$ cat src/rtl/nic_cmd_responder.sv
// nic_cmd_responder: terminating end of the HPU command path for the NIC
// outbound interface. It forwards NICSend descriptors to the NIC, tracks every
// accepted command in order, and returns one response per command once the
// matching NIC completion (or, for misrouted commands, its turn) arrives.

package nic_cmd_pkg;

  typedef struct packed {
    logic [1:0] cluster_id;
    logic [2:0] core_id;
    logic [1:0] local_id;
  } cmd_id_t;

  typedef enum logic [1:0] {
    HostMemCpy = 2'd0,
    HostDirect = 2'd1,
    NICSend    = 2'd2
  } cmd_type_t;

  typedef struct packed {
    logic [31:0] src_addr;
    logic [31:0] length;
  } nic_cmd_t;

  typedef struct packed {
    nic_cmd_t nic_cmd;
  } cmd_descr_t;

  typedef struct packed {
    logic       generate_event;
    cmd_id_t    cmd_id;
    cmd_type_t  cmd_type;
    cmd_descr_t descr;
  } pspin_cmd_t;

  typedef struct packed {
    cmd_id_t     cmd_id;
    logic [31:0] imm_data;
  } pspin_cmd_resp_t;

endpackage

module nic_cmd_responder
  import nic_cmd_pkg::*;
#(
  parameter int unsigned MAX_INFLIGHT = 8
) (
  input  logic                            clk_i,
  input  logic                            rst_ni,
  input  logic                            cmd_valid_i,
  output logic                            cmd_ready_o,
  input  pspin_cmd_t                      cmd_i,
  output logic                            nic_cmd_valid_o,
  input  logic                            nic_cmd_ready_i,
  output nic_cmd_t                        nic_cmd_o,
  input  logic                            nic_done_i,
  output logic                            resp_valid_o,
  input  logic                            resp_ready_i,
  output pspin_cmd_resp_t                 resp_o,
  output logic [$clog2(MAX_INFLIGHT):0]   inflight_o,
  output logic                            err_spurious_o
);

  localparam int AW = $clog2(MAX_INFLIGHT);
  localparam int PW = AW + 1;

  // Tracker storage: command id plus "was forwarded to the NIC" flag.
  cmd_id_t       id_mem  [MAX_INFLIGHT];
  logic          fwd_mem [MAX_INFLIGHT];
  logic [PW-1:0] wptr, rptr;

  // fcnt: forwarded entries in the tracker; dcnt: completions not yet matched.
  logic [PW-1:0] fcnt, dcnt, fwd_out;

  logic     nic_vld_p1, resp_vld_p1, err_q;
  nic_cmd_t nic_cmd_p1;
  pspin_cmd_resp_t resp_p1;

  logic full, empty, acc, is_fwd, push_fwd;
  logic head_fwd, slot_free, pop, fwd_pop, spurious, done_ok;
  logic unused_gen;

  // generate_event has no meaning at this endpoint; every command is answered.
  assign unused_gen = cmd_i.generate_event;

  assign empty = (wptr == rptr);
  assign full  = (wptr[AW] != rptr[AW]) && (wptr[AW-1:0] == rptr[AW-1:0]);

  assign cmd_ready_o = !full && (!nic_vld_p1 || nic_cmd_ready_i);
  assign acc         = cmd_valid_i && cmd_ready_o;
  assign is_fwd      = (cmd_i.cmd_type == NICSend);
  assign push_fwd    = acc && is_fwd;

  assign fwd_out  = fcnt - dcnt;
  assign spurious = nic_done_i && (fwd_out == '0);
  assign done_ok  = nic_done_i && !spurious;

  // A forwarded head may pop on a stored completion or one arriving this cycle.
  assign head_fwd  = fwd_mem[rptr[AW-1:0]];
  assign slot_free = !resp_vld_p1 || resp_ready_i;
  assign pop       = !empty && slot_free && (head_fwd ? ((dcnt != '0) || done_ok) : 1'b1);
  assign fwd_pop   = pop && head_fwd;

  assign nic_cmd_valid_o = nic_vld_p1;
  assign nic_cmd_o       = nic_cmd_p1;
  assign resp_valid_o    = resp_vld_p1;
  assign resp_o          = resp_p1;
  assign inflight_o      = wptr - rptr;
  assign err_spurious_o  = err_q;

  // Tracker payload write; pointers guard validity so no reset is needed here.
  always_ff @(posedge clk_i) begin
    if (acc) begin
      id_mem[wptr[AW-1:0]]  <= cmd_i.cmd_id;
      fwd_mem[wptr[AW-1:0]] <= is_fwd;
    end
  end

  // Tracker pointers, wrap bit above the index distinguishes full from empty.
  always_ff @(posedge clk_i or negedge rst_ni) begin
    if (!rst_ni) begin
      wptr <= '0;
      rptr <= '0;
    end else begin
      if (acc) wptr <= wptr + PW'(1);
      if (pop) rptr <= rptr + PW'(1);
    end
  end

  // Forwarded-entry count and unmatched-completion count.
  always_ff @(posedge clk_i or negedge rst_ni) begin
    if (!rst_ni) begin
      fcnt <= '0;
      dcnt <= '0;
    end else begin
      if (push_fwd && !fwd_pop)      fcnt <= fcnt + PW'(1);
      else if (!push_fwd && fwd_pop) fcnt <= fcnt - PW'(1);
      if (done_ok && !fwd_pop)       dcnt <= dcnt + PW'(1);
      else if (!done_ok && fwd_pop)  dcnt <= dcnt - PW'(1);
    end
  end

  // Stage p1: NIC descriptor register, held under backpressure, reloadable on handshake.
  always_ff @(posedge clk_i or negedge rst_ni) begin
    if (!rst_ni) begin
      nic_vld_p1 <= 1'b0;
      nic_cmd_p1 <= '0;
    end else if (push_fwd) begin
      nic_vld_p1 <= 1'b1;
      nic_cmd_p1 <= cmd_i.descr.nic_cmd;
    end else if (nic_cmd_ready_i) begin
      nic_vld_p1 <= 1'b0;
    end
  end

  // Stage p1: response register, loaded from the tracker head on pop.
  always_ff @(posedge clk_i or negedge rst_ni) begin
    if (!rst_ni) begin
      resp_vld_p1 <= 1'b0;
      resp_p1     <= '0;
    end else if (pop) begin
      resp_vld_p1      <= 1'b1;
      resp_p1.cmd_id   <= id_mem[rptr[AW-1:0]];
      resp_p1.imm_data <= '0;
    end else if (resp_ready_i) begin
      resp_vld_p1 <= 1'b0;
    end
  end

  // Sticky flag for completions that have no forwarded command to match.
  always_ff @(posedge clk_i or negedge rst_ni) begin
    if (!rst_ni)       err_q <= 1'b0;
    else if (spurious) err_q <= 1'b1;
  end

endmodule

$ cat config.mk
export PLATFORM = sky130hd
export DESIGN_NAME = nic_cmd_responder
export DESIGN_NICKNAME = d
export VERILOG_FILES = /design/src/rtl/nic_cmd_responder.sv
export SDC_FILE = /design/constraint.sdc
export NUM_CORES = 1
export LEC_CHECK = 0
export ABC_AREA = 1
export CORE_MARGIN = 1.5
export CORE_UTILIZATION = 44
export CTS_CLUSTER_DIAMETER = 80
export DETAILED_ROUTE_END_ITERATION = 10
export GPL_TIMING_DRIVEN = 0
export PLACE_DENSITY_LB_ADDON = 0.2
export SETUP_SLACK_MARGIN = 0.5
export SLEW_MARGIN = 20
export SYNTH_ARGS = -nofsm -noshare
export SYNTH_HDL_FRONTEND = slang
export SYNTH_SLANG_ARGS = --single-unit
$ cat constraint.sdc
create_clock -name clk_i -period 2.6 [get_ports clk_i]
set_input_delay 0.78 -clock clk_i [delete_from_list [all_inputs] [get_ports clk_i]]
set_output_delay 0.78 -clock clk_i [all_outputs]
set_load 0.02 [all_outputs]
==> impl_results.md, run 1 <==
* CTS HTree Levels at 4
* Routed Wire Length at 17.5 mm
* CP Max Fanout at 3
* Most frequent cells in the layout: nand2_1 (242), dfrtp_1 (85), buf_4 (81), clkdlybuf4s50_1 (77), dlygate4sd2_1 (74)
* Fin crit share at 103%
* Drt drc at 0
* Vias in the first global route at ~5400
* Relative slew margins at between 60% and 70%
* Placer Congestion at 0.786
* Cell taking the most area after synthesis: dfrtp_1
* Die Width at 128 um
* Core footprint at 0.0152 mm2
* Clock Skews at 0.0178 ns
* Slew @ Worst Pin at 0.553 ns
* Layout cells sized above 1 at 24.8%
* DRT iter0 DRCs at 386
* First-pass detailed-route iteration total at 5
* Worst setup EP type: flop
* Crit path required time at 2.91 ns
* Post-layout minimum cycle time at roughly 2.7 ns
* Crit start category: flop
* CP arrival at 2.98 ns
* Sequential area share after synthesis at around three fifths
* Post-placement worst setup slack at -0.694 ns
* Synth area leaders: dfrtp_1 (33%), edfxtp_1 (28%), nand2_1 (14%)
* Fill count at 1216
* Fmax at 375 MHz
* CTS Buf Count at 17
* Global Route Usage Sum at between 20% and 30%
* Hold WC Path Type: in2async
* Final hold vios at 0
* Clk root buf: clkbuf_16
* Clock Latency Late Sink at approximately 0.43 ns
* PnR worst setup slack at -0.0669 ns
* Sinks on Clock Net at approximately 150
* Site Rows at 45
* #FFs+latches synth at 154
* Initial antenna violation count at 0
* Layout Utilization at 67.9%
* Die ar. at 0.0164 mm2
* Via/cell ratio at around 4.7
* Tot Pwr at approximately 13 mW
* Crit path kind: reg2reg
* RSZ-0062 raised after global routing: yes
* Post-synthesis average cell area at between 9 and 10 um2
* Yosys top cell area share at 32.8%
* PwrDens at 1270 mW/mm2
* Most common cell after layout, fill and taps aside: nand2_1
* Pleak at 4.94 nW
* Die Ht at 128 um
* Initial Util at 45.2%
* GR Overflow Total at 0
* Fin nets at 1058
* Yosys cell types at 30
* Slew Viols, Final at 0
* Port Buf Inserts at between 150 and 200
* Post-Place Cells at ~1100
* Largest net degree at the start of global routing at 56
* Max_cap viols at 0
* Routed Antenna Nets at 0
* Area Growth Syn to Fin at 50.2%
* Synth Warn # at 0
* First-pass GRT wire length at approximately 27 mm
* Setup violators final at 5
* Finished Layout Cells at 1162
* Status: finished with violations
* Clk buf depth at 2
* Failing checks: negative setup slack
* Peak supply drop at 509 uV
* Final hold slack at 0.242 ns
* DR vias at 5466
* I/O Pins at roughly 190
* Gate Count Post-Synth at 694
* Antenna diodes at 0
* Mapped Area at 0.00687 mm2
* DP HPWL at 11.3 mm
* Post-DR wirelength/cell at 15.1 um
* CTS tree: done
* CTS clk-pin slew, worst paths at roughly 0.060 ns
==> registers in the layout (all words and copies together), names as in the netlist <==
register,cells
err_spurious_o,1
resp_o,7
resp_valid_o,1
nic_cmd_o,64
fcnt,4
dcnt,4
nic_cmd_valid_o,1
rptr,4
wptr,4
fwd_mem,8
id_mem,56
==> layout make-up <==
class	count	area (um2)	area share, %
multi-input combinational	475	2600	25.2
inverter	36	150	1.45
clock buffer	23	468	4.53
buffer	60	499	4.84
tap	188	235	2.28
timing repair buffer	217	2060	20.0
sequential	154	4180	40.5
clock inverter	9	121	1.18
==> Yosys cell counts (all sizes together) <==
cell and instances:
or2 1, ha 14, a21oi 5, xnor2 8, nor3 1, inv 35
conb 1, o21ai 41, nand3 22, fa 3, a21boi 1, edfxtp 64
nor2 46, xor2 7, nand4 1, a31o 1, dfrtp 90, nand2 281
o22ai 10, clkinv 1, clkbuf 8, buf 52, a21o 1
==> path summary, 6_finish.rpt <==
kind / cells past startpoint / endpoint / startpoint / slack [ns]
max: 18 / fcnt[3]$_DFFE_PN0P_ / fcnt[2]$_DFFE_PN0P_ / -0.07
min: 1 / nic_cmd_o[11]$_DFFE_PN0P_ / rst_ni / 0.24
max reg2reg: 18 / fcnt[3]$_DFFE_PN0P_ / fcnt[2]$_DFFE_PN0P_ / -0.07
min reg2reg: 2 / resp_o[36]$_DFFE_PN0N_ / resp_o[36]$_DFFE_PN0N_ / 0.47
max in group asynchronous: 2 / rptr[1]$_DFFE_PN0N_ / rst_ni / 1.75
min in group clk_i: 2 / resp_o[36]$_DFFE_PN0N_ / resp_o[36]$_DFFE_PN0N_ / 0.47
==> cells by family after synthesis <==
kind of cell	count (synthesis)	synth area share [%]
AOI/OAI and AO/OA	59	4.66
xor gates and xnor gates	15	2.02
adders and majority gates	17	3.42
buffers and inverters	96	8.47
DFF	154	60.8
other	1	0.0546
and+or+nand+nor	352	20.6
==> report_power, final <==
part           internal (mW)  leakage [nW]  switching, mW
Clock                   1.55         0.280          0.926
Sequential              3.33          1.69          0.429
Combinational           3.11          2.98           3.77
==> layer usage <==
| layer | up-vias | GRT usage, % | routed length, um | share of wire [%] |
|---|---|---|---|---|
| met5 | - | 0 | 0 | 0 |
| met4 | 0 | 7.14 | 259 | 1.5 |
| met3 | 19 | 7.22 | 1360 | 7.8 |
| met2 | 198 | 36.6 | 8900 | 51 |
| met1 | 2562 | 26.9 | 7030 | 40 |
| li1 | 2687 | - | - | - |
==> critical path, cell delays in order (launching register included) <==
cell and delay, ns:
dfrtp_2 0.43, ha_4 0.25, or2_4 0.24, nand3_2 0.08, nand2_2 0.06, nand2_1 0.06
nand2_2 0.08, nand2_4 0.07, buf_6 0.09, nand4_1 0.11, buf_4 0.18, ha_4 0.16
inv_4 0.07, ha_4 0.21, a21oi_2 0.13, o21ai_2 0.07, xor2_1 0.14, nand2_1 0.06
o21ai_1 0.05
==> metrics by stage <==
step / cell area [um2] / setup TNS [ns]
finish: 10300 / -0.255
global route: 10300 / -1.05
CTS: 10100 / -0.162
detailed placement: 9010 / -7.86
global placement: 8980 / -254.49
floorplan: 7170 / -0.0797
==> what timing repair did <==
| item | 4_1_cts | 5_1_grt |
|---|---|---|
| endpoints found under the setup margin | 211 | 90 |
| resized for setup | 155 | 31 |
| buffers inserted | 46 | 12 |
| hold buffers | 0 | 0 |
| hold endpoints to repair | 0 | 0 |
| pin swaps | 29 | 22 |
| gates cloned | 0 | 1 |
Note: power is estimated with default switching activity, not from simulation.
==> run 2: changes to the inputs <==
==> constraint.sdc (replaced) <==
create_clock -name clk_i -period 2.6 [get_ports clk_i]
set_input_delay 0.52 -clock clk_i [delete_from_list [all_inputs] [get_ports clk_i]]
set_output_delay 0.52 -clock clk_i [all_outputs]
set_load 0.02 [all_outputs]
==> run 2 against run 1 <==
Effect of this change:
- the run still ends with negative setup slack left
- critical path type unchanged
- largest cell class unchanged
- final cell count decreased by 0.95%
- global-route usage decreased by 0.16 points
- wire length decreased by 2.0%
- via count decreased by 1.3%
==> impl_results.md, run 2 (synthesized netlist as in run 1, its figures left out) <==
* Area Growth Syn to Fin at 49.2%
* I/O Pins at 191 (unchanged)
* Core footprint at 0.0152 mm2 (unchanged)
* Die Ht at 128 um (unchanged)
* Total Neg Setup Slack at -0.460 ns (-0.205 ns)
* DRT iter0 DRCs at 302 (-22%)
* First-pass detailed-route iteration total at 5 (unchanged)
* CP Max Fanout at 3 (unchanged)
* Global Route Usage Sum at 21.7% (-0.16 points)
* Crit-path cells: inv_2 > ha_4 > or2_4 > nand2_1 > nand2_1 > nand2_2 > nand2_2 > nand2_2 > nand2_2 > buf_6 > nand4_1 > buf_4 > ha_4 > inv_4 > ha_4 > nand2_2 > o21ai_2 > xor2_1 > nand2_1 > o21ai_1
* Crit start category: flop
* Initial antenna violation count at 0 (unchanged)
* Finished Layout Cells at 1151 (-0.95%)
* Max FFs per register at 64 (unchanged)
* Max incr delay on CP at 0.40 ns (-0.03 ns)
* Slew @ Worst Pin at 0.858 ns (+0.305 ns)
* Antenna diodes at 0 (unchanged)
* Most frequent cells in the layout: nand2_1 (249), clkdlybuf4s50_1 (151), dfrtp_1 (84), buf_4 (81), edfxtp_1 (64)
* PnR worst setup slack at -0.122 ns (-0.0548 ns)
* GR Overflow Total at 0 (unchanged)
* P_int at 8.23 mW (+3.0%)
* Status: finished with violations
* Comb pwr share at 52.4% (about the same)
* Layout Utilization at 67.4% (-0.46 points)
* Multi-input logic area at 0.00254 mm2 (-2.4%)
* DR vias at 5393 (-1.3%)
* Fin crit share at 105% (+2.1 points)
* Storage cell area at 0.00418 mm2 (about the same)
* Routed Antenna Nets at 0 (unchanged)
* Clk root buf: clkbuf_16
* Hold WC Path Type: reg2reg
* DP HPWL at 11.3 mm (+0.44%)
* Fmax at 367 MHz (-2.0%)
* Setup violators final at 7 (+2)
* Critical path's most frequent cell: nand2_2
* Worst reg2reg setup slack at -0.12 ns (-0.05 ns)
* Die ar. at 0.0164 mm2 (unchanged)
* Reg2reg start: dcnt[2]$_DFFE_PN0P_
* RSZ-0062 raised after global routing: yes
* Sw power at 5.04 mW (-1.7%)
* Sw Ratio at 38.0% (-1.1 points)
* Crit path kind: reg2reg
* PwrDens at 1290 mW/mm2 (+1.8%)
* First-pass GRT wire length at 27.0 mm (-0.63%)
* Fill count at 1194 (-1.8%)
* Clk buf depth at 2 (unchanged)
* Largest net degree at the start of global routing at 76 (+36%)
* Initial Util at 45.2% (unchanged)
* Post-layout minimum cycle time at 2.72 ns (+0.0548 ns)
* Fin nets at 1048 (-0.95%)
* CTS HTree Levels at 4 (unchanged)
* CP max stage cell: dfrtp_1
* CTS tree: done
* Worst setup EP type: flop
* Sinks on Clock Net at 154 (unchanged)
* Via/cell ratio at 4.69 (-0.39%)
* Slew Viols, Final at 0 (unchanged)
* CTS clk-pin slew, worst paths at 0.06 ns (about the same)
* Hold path start: resp_o[33]$_DFFE_PN0N_
* Relative slew margins at 42.6% (-21 points)
* Tot Pwr at 13.3 mW (+1.2%)
* Pleak at 4.69 nW (-5.1%)
* Most common cell after layout, fill and taps aside: nand2_1
* Drt drc at 0 (unchanged)
* Port Buf Inserts at 157 (unchanged)
* Layout cells sized above 1 at 22.9% (-1.9 points)
* Post-Place Cells at 1071 (unchanged)
* Site Rows at 45 (unchanged)
* Worst r2r dst: fcnt[3]$_DFFE_PN0P_
* Reg2Reg Depth at 20 (+2)
* Routed Wire Length at 17.2 mm (-2.0%)
* CP arrival at 3.07 ns (+0.09 ns)
* Hold Path End: resp_o[33]$_DFFE_PN0N_
* Crit path required time at 2.95 ns (+0.04 ns)
* Sequential share of power at 28.5% (-0.2 points)
* Post-placement worst setup slack at -0.493 ns (+0.201 ns)
* Final hold vios at 0 (unchanged)
* Placer Congestion at 0.816 (+3.8%)
* Max_cap viols at 0 (unchanged)
* Hold path depth at 2
* Vias in the first global route at 5256 (-1.9%)
* Clock Skews at 0.00847 ns (-0.00931 ns)
* Clock power frac at 19.1% (+0.2 points)
* Clock Latency Late Sink at 0.42 ns (about the same)
* Failing checks: negative setup slack
* Post-DR wirelength/cell at 14.9 um (-1.0%)
* CTS Buf Count at 17 (unchanged)
* Die Width at 128 um (unchanged)
* Peak supply drop at 666 uV (+31%)
==> run 2: cell type report <==
| class | instances | share of cell area [%] |
|---|---|---|
| plain buffers | 60 | 4.79 |
| clock buffers | 21 | 4.39 |
| clock inverters | 10 | 1.45 |
| inverters | 36 | 1.55 |
| multi-input cells | 475 | 24.8 |
| flip-flops and latches | 154 | 40.8 |
| well taps | 188 | 2.29 |
| repair buffers | 207 | 20.0 |
==> run 2: timing repair <==
action	CTS	global route
hold buffers	1	0
endpoints found under the setup margin	137	148
buffers inserted	38	10
pin swaps	26	15
endpoints found under the hold margin	15	0
cloned	0	0
gates resized for setup	59	28
==> run 2: worst max path at each step <==
stage	slack, ns	cells past startpoint	endpoint	startpoint
3_5_place_dp	-0.49	14	fcnt[3]$_DFFE_PN0P_	cmd_i[65]
3_3_place_gp	-2.77	1	rptr[1]$_DFFE_PN0N_	rst_ni
2_1_floorplan	-0.05	19	dcnt[3]$_DFFE_PN0P_	dcnt[2]$_DFFE_PN0P_
5_1_grt	-0.29	18	fcnt[3]$_DFFE_PN0P_	rptr[2]$_DFFE_PN0N_
6_report	-0.12	20	fcnt[3]$_DFFE_PN0P_	dcnt[2]$_DFFE_PN0P_
4_1_cts	-0.09	20	fcnt[3]$_DFFE_PN0P_	dcnt[2]$_DFFE_PN0P_
==> run 2: per-layer routing <==
metal	track usage [%]	routed length (um)	vias up
li1	-	-	2674
met2	36.4	8690	188
met4	6.08	287	0
met5	0	0	-
met3	7.60	1270	20
met1	26.7	6960	2511
==> run 2: worst max-delay path, delay by kind of cell (launching register included) <==
family / cells / cell delay, ns
fa+ha+maj: 3 / 0.61
compound gates: 2 / 0.22
xor+xnor: 1 / 0.18
simple gates: 10 / 0.85
buf+inv: 4 / 0.39
flops: 1 / 0.40
==> run 2: power by group through the flow <==
stage          logic [mW]  registers [mW]  clock network, mW
2_1_floorplan        2.83            4.37                  0
3_3_place_gp         5.46            3.82                  0
3_5_place_dp         5.56            3.83                  0
4_1_cts              6.53            3.77               2.57
5_1_grt              7.54            3.86               2.69
6_report             6.95            3.78               2.54
==> run 2: per-stage QoR <==
stage          hold WS, ns  cell area (um2)
6_report             0.470            10200
5_1_grt              0.491            10200
4_1_cts              0.468            10100
3_5_place_dp         0.363             8990
3_3_place_gp         0.455             8960
2_1_floorplan        0.224             7160
